**config.mk**
```make
export PLATFORM = sky130hd
export DESIGN_NAME = sm4_uart_host
export DESIGN_NICKNAME = d
export VERILOG_FILES = /design/src/rtl/sm4_uart_host_pkg.sv /design/src/rtl/sm4_uart_host_timer.sv /design/src/rtl/sm4_uart_host.sv
export SDC_FILE = /design/constraint.sdc
export NUM_CORES = 1
export LEC_CHECK = 0
export ABC_CLOCK_PERIOD_IN_PS = 2550
export CAP_MARGIN = 10
export CELL_PAD_IN_SITES_DETAIL_PLACEMENT = 1
export CELL_PAD_IN_SITES_GLOBAL_PLACEMENT = 1
export CORE_ASPECT_RATIO = 0.9
export CORE_MARGIN = 2
export CORE_UTILIZATION = 40
export CTS_BUF_LIST = sky130_fd_sc_hd__clkbuf_4
export CTS_CLUSTER_SIZE = 8
export DETAILED_ROUTE_END_ITERATION = 8
export PLACE_DENSITY_LB_ADDON = 0.08
export RECOVER_POWER = 25
export SLEW_MARGIN = 10
export SYNTH_ARGS = -nofsm -noshare
export SYNTH_HDL_FRONTEND = slang
export SYNTH_SLANG_ARGS = --single-unit
```
**constraint.sdc**
```tcl
create_clock -name clk -period 2.55 [get_ports clk]
set_input_delay 0.51 -clock clk [delete_from_list [all_inputs] [get_ports clk]]
set_output_delay 0.51 -clock clk [all_outputs]
set_load 0.1 [all_outputs]
```
**src/rtl/sm4_uart_host_pkg.sv**
```systemverilog
// Shared types and sizes for the SM4 UART host initiator (block <-> UART byte stream).
package sm4_uart_host_pkg;

    localparam int BLK_W         = 128;
    localparam int BYTE_W        = 8;
    localparam int BYTES_PER_BLK = 16;
    localparam int IDX_W         = $clog2(BYTES_PER_BLK);
    localparam int CNT_W         = IDX_W + 1;

    typedef enum logic [1:0] {
        IDLE,
        SEND,
        WAIT_TX,
        RECV
    } host_state_t;

endpackage

```
**src/rtl/sm4_uart_host_timer.sv**
```systemverilog
// Loadable down-counter with a zero flag; used as the response watchdog when
// SM4_UART_HOST_TIMEOUT_EN is defined.
module sm4_uart_host_timer #(
    parameter int LOAD_VAL = 999_999
) (
    input  logic clk,
    input  logic rst_n,
    input  logic load,
    input  logic en,
    output logic zero
);

    localparam int W = $clog2(LOAD_VAL + 2);

    logic [W-1:0] count;

    // A load always wins over counting; the counter parks at zero.
    always_ff @(posedge clk) begin
        if (!rst_n) begin
            count <= '0;
        end else if (load) begin
            count <= W'(LOAD_VAL);
        end else if (en && (count != '0)) begin
            count <= count - 1'b1;
        end
    end

    assign zero = (count == '0);

endmodule

```
**src/rtl/sm4_uart_host.sv**
```systemverilog
// Host-side initiator: sends a 128-bit block MSB-first as 16 UART bytes and collects
// the 16-byte response. Optional response watchdog: SM4_UART_HOST_TIMEOUT_EN.
module sm4_uart_host #(
    parameter int CLK_F       = 50_000_000,
    parameter int UART_B      = 9600,
    parameter int TIMEOUT_CYC = 1_000_000
) (
    input  logic         clk,
    input  logic         rst_n,
    input  logic [127:0] blk_in,
    input  logic         blk_in_valid,
    output logic         blk_in_ready,
    output logic [127:0] blk_out,
    output logic         blk_out_valid,
    output logic         rsp_err,
    output logic         busy,
    output logic         tx_pdvalid,
    output logic [7:0]   tx_pdata,
    input  logic         tx_done,
    input  logic         rx_pdvalid,
    input  logic [7:0]   rx_pdata
);

    import sm4_uart_host_pkg::*;

    // A degenerate clock/baud/timeout setting never accepts a request.
    localparam bit CFG_OK = (UART_B > 0) && (CLK_F >= UART_B) && (TIMEOUT_CYC > 0);

    host_state_t               state;
    logic [BLK_W-1:0]          tx_sh;
    logic [BLK_W-BYTE_W-1:0]   rx_sh;
    logic [BLK_W-1:0]          rx_next;
    logic [IDX_W-1:0]          idx;
    logic [CNT_W-1:0]          rx_cnt;
    logic                      rx_prev;
    logic                      rx_edge;
    logic                      last_tx;

    assign rx_edge = rx_pdvalid & ~rx_prev;
    assign rx_next = {rx_sh, rx_pdata};
    assign last_tx = (idx == IDX_W'(BYTES_PER_BLK - 1));

`ifdef SM4_UART_HOST_TIMEOUT_EN
    logic timer_load;
    logic timer_en;
    logic timer_zero;

    assign timer_load = ((state == WAIT_TX) && tx_done && last_tx) ||
                        ((state == RECV) && rx_edge);
    assign timer_en   = (state == RECV);

    sm4_uart_host_timer #(
        .LOAD_VAL (TIMEOUT_CYC - 1)
    ) u_timer (
        .clk   (clk),
        .rst_n (rst_n),
        .load  (timer_load),
        .en    (timer_en),
        .zero  (timer_zero)
    );
`else
    assign rsp_err = 1'b0;
`endif

    // Main FSM; every output is registered and set alongside the state transition.
    always_ff @(posedge clk) begin
        if (!rst_n) begin
            state         <= IDLE;
            tx_sh         <= '0;
            rx_sh         <= '0;
            idx           <= '0;
            rx_cnt        <= '0;
            rx_prev       <= 1'b1;
            blk_out       <= '0;
            blk_out_valid <= 1'b0;
            blk_in_ready  <= 1'b0;
            busy          <= 1'b0;
            tx_pdvalid    <= 1'b0;
            tx_pdata      <= '0;
`ifdef SM4_UART_HOST_TIMEOUT_EN
            rsp_err       <= 1'b0;
`endif
        end else begin
            rx_prev       <= rx_pdvalid;
            blk_out_valid <= 1'b0;
            tx_pdvalid    <= 1'b0;
`ifdef SM4_UART_HOST_TIMEOUT_EN
            rsp_err       <= 1'b0;
`endif
            case (state)
                IDLE: begin
                    blk_in_ready <= 1'b1;
                    busy         <= 1'b0;
                    if (blk_in_ready && blk_in_valid && CFG_OK) begin
                        tx_sh        <= blk_in;
                        idx          <= '0;
                        tx_pdvalid   <= 1'b1;
                        tx_pdata     <= blk_in[BLK_W-1 -: BYTE_W];
                        blk_in_ready <= 1'b0;
                        busy         <= 1'b1;
                        state        <= SEND;
                    end
                end

                SEND: begin
                    state <= WAIT_TX;
                end

                WAIT_TX: begin
                    if (tx_done) begin
                        tx_sh <= tx_sh << BYTE_W;
                        idx   <= idx + 1'b1;
                        if (last_tx) begin
                            rx_cnt <= '0;
                            state  <= RECV;
                        end else begin
                            tx_pdvalid <= 1'b1;
                            tx_pdata   <= tx_sh[BLK_W-BYTE_W-1 -: BYTE_W];
                            state      <= SEND;
                        end
                    end
                end

                RECV: begin
                    // A byte arriving in the timeout cycle takes priority over the error.
                    if (rx_edge) begin
                        rx_sh  <= rx_next[BLK_W-BYTE_W-1:0];
                        rx_cnt <= rx_cnt + 1'b1;
                        if (rx_cnt == CNT_W'(BYTES_PER_BLK - 1)) begin
                            blk_out       <= rx_next;
                            blk_out_valid <= 1'b1;
                            blk_in_ready  <= 1'b1;
                            busy          <= 1'b0;
                            state         <= IDLE;
                        end
                    end
`ifdef SM4_UART_HOST_TIMEOUT_EN
                    else if (timer_zero) begin
                        rsp_err      <= 1'b1;
                        blk_in_ready <= 1'b1;
                        busy         <= 1'b0;
                        state        <= IDLE;
                    end
`endif
                end

                default: begin
                    state <= IDLE;
                end
            endcase
        end
    end

endmodule

```
# [After elaboration in Yosys (flattened, before gate mapping)]
# Index checks and enable logic that the tools add are counted.
# W data, S select, Z words.
[word_totals] reg_bits=392 latchBits=0 ramBits=0 romBits=0 in_bits=141 out_inout_bits=141 word_cells=72 mem_count=0
[op_classes] n_addsub=2 n_mul=0 div=0 n_lt_le_gt_ge=0 n_eq_ne=11 shifts=0 mux=32 bitwise=2 reduce_logical=13
[ops] op="$mux W120" n=2
[ops] op="$pmux W120 S2" n=1
[ops] op="$mux W8" n=3
[ops] op="$pmux W8 S2" n=1
[ops] op="$mux W5" n=3
[ops] op="$ne A2 B2 Y1 const B" n=6
[ops] op="$reduce_and A3 Y1" n=4
[ops] op="$reduce_and A4 Y1" n=3
[ops] op="$mux W2" n=5
[ops] op="$pmux W5 S2" n=1
[ops] op="$mux W1" n=9
[ops] op="$mux W4" n=2
[ops] op="$pmux W2 S4" n=1
[ops] op="$pmux W4 S2" n=1
[ops] op="$pmux W1 S2" n=3
[ops] op="$reduce_bool A2 Y1" n=3
[ops] op="$add A5 B1 Y5 const B" n=1
[ops] op="$eq A5 B4 Y1 const B" n=1
[ops] op="$add A4 B1 Y4 const B" n=1
[ops] op="$eq A2 B2 Y1 const B" n=2
[ops] op="$eq A4 B4 Y1 const B" n=1
[ops] op="$eq A2 B1 Y1 const B" n=1
[ops] op="$logic_not A2 Y1" n=1
[ops] op="$reduce_and A2 Y1" n=1
[ops] op="other kinds (3)" n=3

# [Logic depth before layout (Yosys ltp)]
[depth] depth_word=4 mapped_depth=10 depth_no_buf=7

# [Worst setup path before layout]
# No wires, ideal clock.
[synth_timing] path_type="flip-flop to flip-flop" from="reg blk_in_ready" to="reg idx[1]" setup_ps=128 arrival_time_ps=1906 required_time_ps=2422 path_slack_ps=516 path_stages_with_launch=7 n_path_buf=2 synth_period_minus_slack_ps=2034 path_cell_list="dfxtp_1 nor4bb_1 buf_2 a21oi_1 buf_2 a32oi_1 nor2_1"
[synth_via] elab_chain_cells=3
[synth_rtl] element="start: declaration" line="sm4_uart_host.sv:12" rtl="output logic blk_in_ready,"
[synth_rtl] element="start signal: assignment" line="sm4_uart_host.sv:76" rtl="blk_in_ready <= 1'b0;"
[synth_rtl] element="start signal: assignment" line="sm4_uart_host.sv:92" rtl="blk_in_ready <= 1'b1;"
[synth_rtl] element="start signal: assignment" line="sm4_uart_host.sv:99" rtl="blk_in_ready <= 1'b0;"
[synth_rtl] element="$logic_and A1 B1 Y1" line="sm4_uart_host.sv:94" rtl="if (blk_in_ready && blk_in_valid && CFG_OK) begin"
[synth_rtl] element="$ne A2 B2 Y1 (no source line)"
[synth_rtl] element="$reduce_and A3 Y1 (no source line)"
[synth_rtl] element="end signal: assignment" line="sm4_uart_host.sv:112" rtl="idx <= idx + 1'b1;"
[synth_rtl] element="end: declaration" line="sm4_uart_host.sv:33" rtl="logic [IDX_W-1:0] idx;"
# Every way passes these cells.
# A chain may end at the register's enable or synchronous reset.

# [Worst setup path after layout]
[layout_timing] from="reg rx_cnt[0]" to="reg blk_out[119]"
[layout_via] elab_chain_cells=2
[layout_rtl] element="start: declaration" line="sm4_uart_host.sv:34" rtl="logic [CNT_W-1:0] rx_cnt;"
[layout_rtl] element="start signal: assignment" line="sm4_uart_host.sv:128" rtl="rx_cnt <= rx_cnt + 1'b1;"
[layout_rtl] element="$eq A5 B4 Y1" line="sm4_uart_host.sv:129" rtl="if (rx_cnt == CNT_W'(BYTES_PER_BLK - 1)) begin"
[layout_rtl] element="$reduce_and A3 Y1 (no source line)"
[layout_rtl] element="end signal: assignment" line="sm4_uart_host.sv:130" rtl="blk_out <= rx_next;"
[layout_rtl] element="end: declaration" line="sm4_uart_host.sv:13" rtl="output logic [127:0] blk_out,"
# Every way passes these cells.

==> out/results.ini <==
[finish]
drive_above_1_share_pct = 16.86
layout_commonest_cell = nand2_1
fillers = 4537
final_cell_count_no_fill = 2667
nNetsFinal = 2265
postLayoutCoreUtil_pct = 50.87
layout.cells.most_common_list = 742 x nand2_1, 392 x dfxtp_1, 241 x a21oi_1
syn_to_final_growth_pct = 26.11
regArea_sq_mm = 0.007848
stdcell_area_sq_mm = 0.01881
multi_input_area_sq_mm = 0.006270

[run]
max_cap_viol_count = 0

[sta]
final_hold_viol_count = 0
max_clock_freq_mhz = 426.5
tns_ps = 0
period_minus_slack_ps = 2345
tightest_slew_ps = 1092
timing.final.crit_share_pct = 91.94
setup_ws_ps = 205.4
whs_ps = 300.6
slew_viol_final = 0
skew_ps = 41.75
slew_headroom_pct = 27.21
setup-violations-final = 0
rsz0062_at_grt = false

[clock_tree]
cts_setup_buffers = 0
cts_hold_buf = 0
cts.sinks = 392
cts-root-buf = clkbuf_4
insertion_delay_ps = 790
cts-resized-gates = 0
numCtsBuffers = 102
cts_tree = built
cts_buffer_depth = 3
clk_pin_slew_worst_paths_ps = 60
cts_htree_levels = 3

[worst_setup_path]
path_class = flop to flop
cp.arrival_ps = 3040
crit_required_ps = 3240
endpoint_kind = flop
worstSetupStartpointType = flop
path_max_fanout = 89

[floorplan]
rows = 67
die-area_sq_mm = 0.03885
ios = 282
coreArea_sq_mm = 0.03697
die_h_microns = 187.2
die_w_microns = 207.5
start_util_pct = 40.34

[power]
leakage_nw = 6.846
internal_power_mw = 9.648
pwr-share-comb_pct = 9.3
ir_worst_vdd_uv = 386.1
power.total_mw = 13.03
swShare_pct = 25.96
seqPwrFrac_pct = 49.6
pwr-share-clk_pct = 41.1
switching_power_mw = 3.383
power_density_mw_per_mm2 = 692.9

[route]
routedLengthMet1_microns = 20980
totalWireLength_microns = 44820
antenna_left = 0
vias = 13548
wl_met3_microns = 1778
avgRoutedWirePerCell_microns = 16.80
firstDrtPassIters = 6
drc = 0
viasPerCell = 5.080
drt-initial-drc-count = 658
met2_length_microns = 21300
top_layer_used = met4

[synth]
seq_area_frac_synth_pct = 52.62
ys_ff_latch = 392
synthFlopType = dfxtp_1
synth_fp_nets = 1999
synth_edf_count = 0
syn_inst = 1855
synth_warnings = 0
ys_types = 42
synth.avg_cell_area_sq_um = 8.040
synthesis.area_sq_mm = 0.01491
synthArstFlopShare_pct = 0

[placed_design]
hpwlAfterDp_microns = 29700
placed_area_sq_mm = 0.01777
dp_slack_ps = 135.8
portBuffers = 280
dp.cells = 2500
gp_congestion = 0.7798

[hold_path]
hold_path.class = input port to flop

[grt]
grt_max_degree = 109
grt.overflow.total = 0
antenna_found_initial = 1
grt_pass1_vias = 13719
grtUsageTotal_pct = 22.88
grt_pass1_wl_microns = 72850

[outcome]
status = finished, final reports clean

-- layout make-up --
cell class	instances	area share, %
Antenna cell	1	0.01330
Clock buffer	146	5.828
Clock inverter	20	0.7717
Inverter	3	0.09979
Multi-Input combinational cell	1306	33.34
Sequential cell	392	41.72
Tap cell	483	3.213
Timing Repair Buffer	316	15.01
-- cells by family (layout without fill, tap and decap cells) --
logic type / after synthesis / in the layout / share of synthesized area, %
other: 1 / 2 / 0.02514
flip-flops: 392 / 392 / 52.62
XOR/XNOR: 1 / 1 / 0.05874
AO/OA/AOI/OAI: 395 / 395 / 18.15
AND/OR/NAND/NOR: 905 / 905 / 23.52
multiplexers: 1 / 1 / 0.07550
adder cells (fa/ha/maj): 3 / 3 / 0.2517
buffers and inverters: 157 / 485 / 5.302
-- power by group through the flow --
stage	Clock (mW)	Combinational (mW)	Sequential (mW)
floorplan	0	0.676	6.67
global placement	0	1.20	6.59
detailed placement	0	1.23	6.60
CTS	5.57	1.24	6.47
global route	5.92	1.33	6.49
finish	5.36	1.21	6.47
-- worst paths after layout --
path               from           end  slack (ps)  cells past startpoint
max           rx_cnt[0]  blk_out[119]         210                      8
min          blk_in[20]     tx_sh[20]         300                      3
max reg2reg   rx_cnt[0]  blk_out[119]         210                      8
min reg2reg   rx_sh[73]     rx_sh[81]         440                      2
-- registers in the layout (all words and copies together) (netlist names) --
name,cells
blk_out,128
rx_cnt,5
rx_sh,120
tx_pdvalid,1
rx_prev,1
blk_out_valid,1
tx_pdata,8
state,2
busy,1
blk_in_ready,1
idx,4
tx_sh,120
-- worst max-delay path: stages, from the launching register on --
cell and delay [ps]:
dfxtp_1 330, ha_1 230, and3_1 190, ha_1 180
nand3b_1 190, or2_4 170, buf_6 480, nand2_1 140
a21oi_1 200
-- routing by layer --
metal | global-route usage (%) | up-vias
met5 | 0 | -
met4 | 6.841 | 0
met3 | 4.869 | 56
met2 | 36.72 | 239
met1 | 30.97 | 6509
li1 | - | 6744
-- synth_stat cells (2+ instances only) --
library cell,number,area share [%]
o21ai_0,5,0.17
buf_6,3,0.23
nand4b_1,2,0.12
a22oi_1,8,0.40
a311oi_1,90,5.3
a21boi_0,16,0.81
a21oi_1,241,8.1
nand2_1,742,19
dfxtp_1,392,53
buf_4,30,1.5
a311oi_2,30,3.0
nand3_1,3,0.10
nor3_1,2,0.067
clkbuf_1,67,1.7
nand2b_1,2,0.084
buf_2,53,1.8
inv_1,2,0.050
ha_1,3,0.25
nand3b_1,2,0.10
nor2_1,140,3.5
Note: power is estimated with default switching activity, not from simulation.
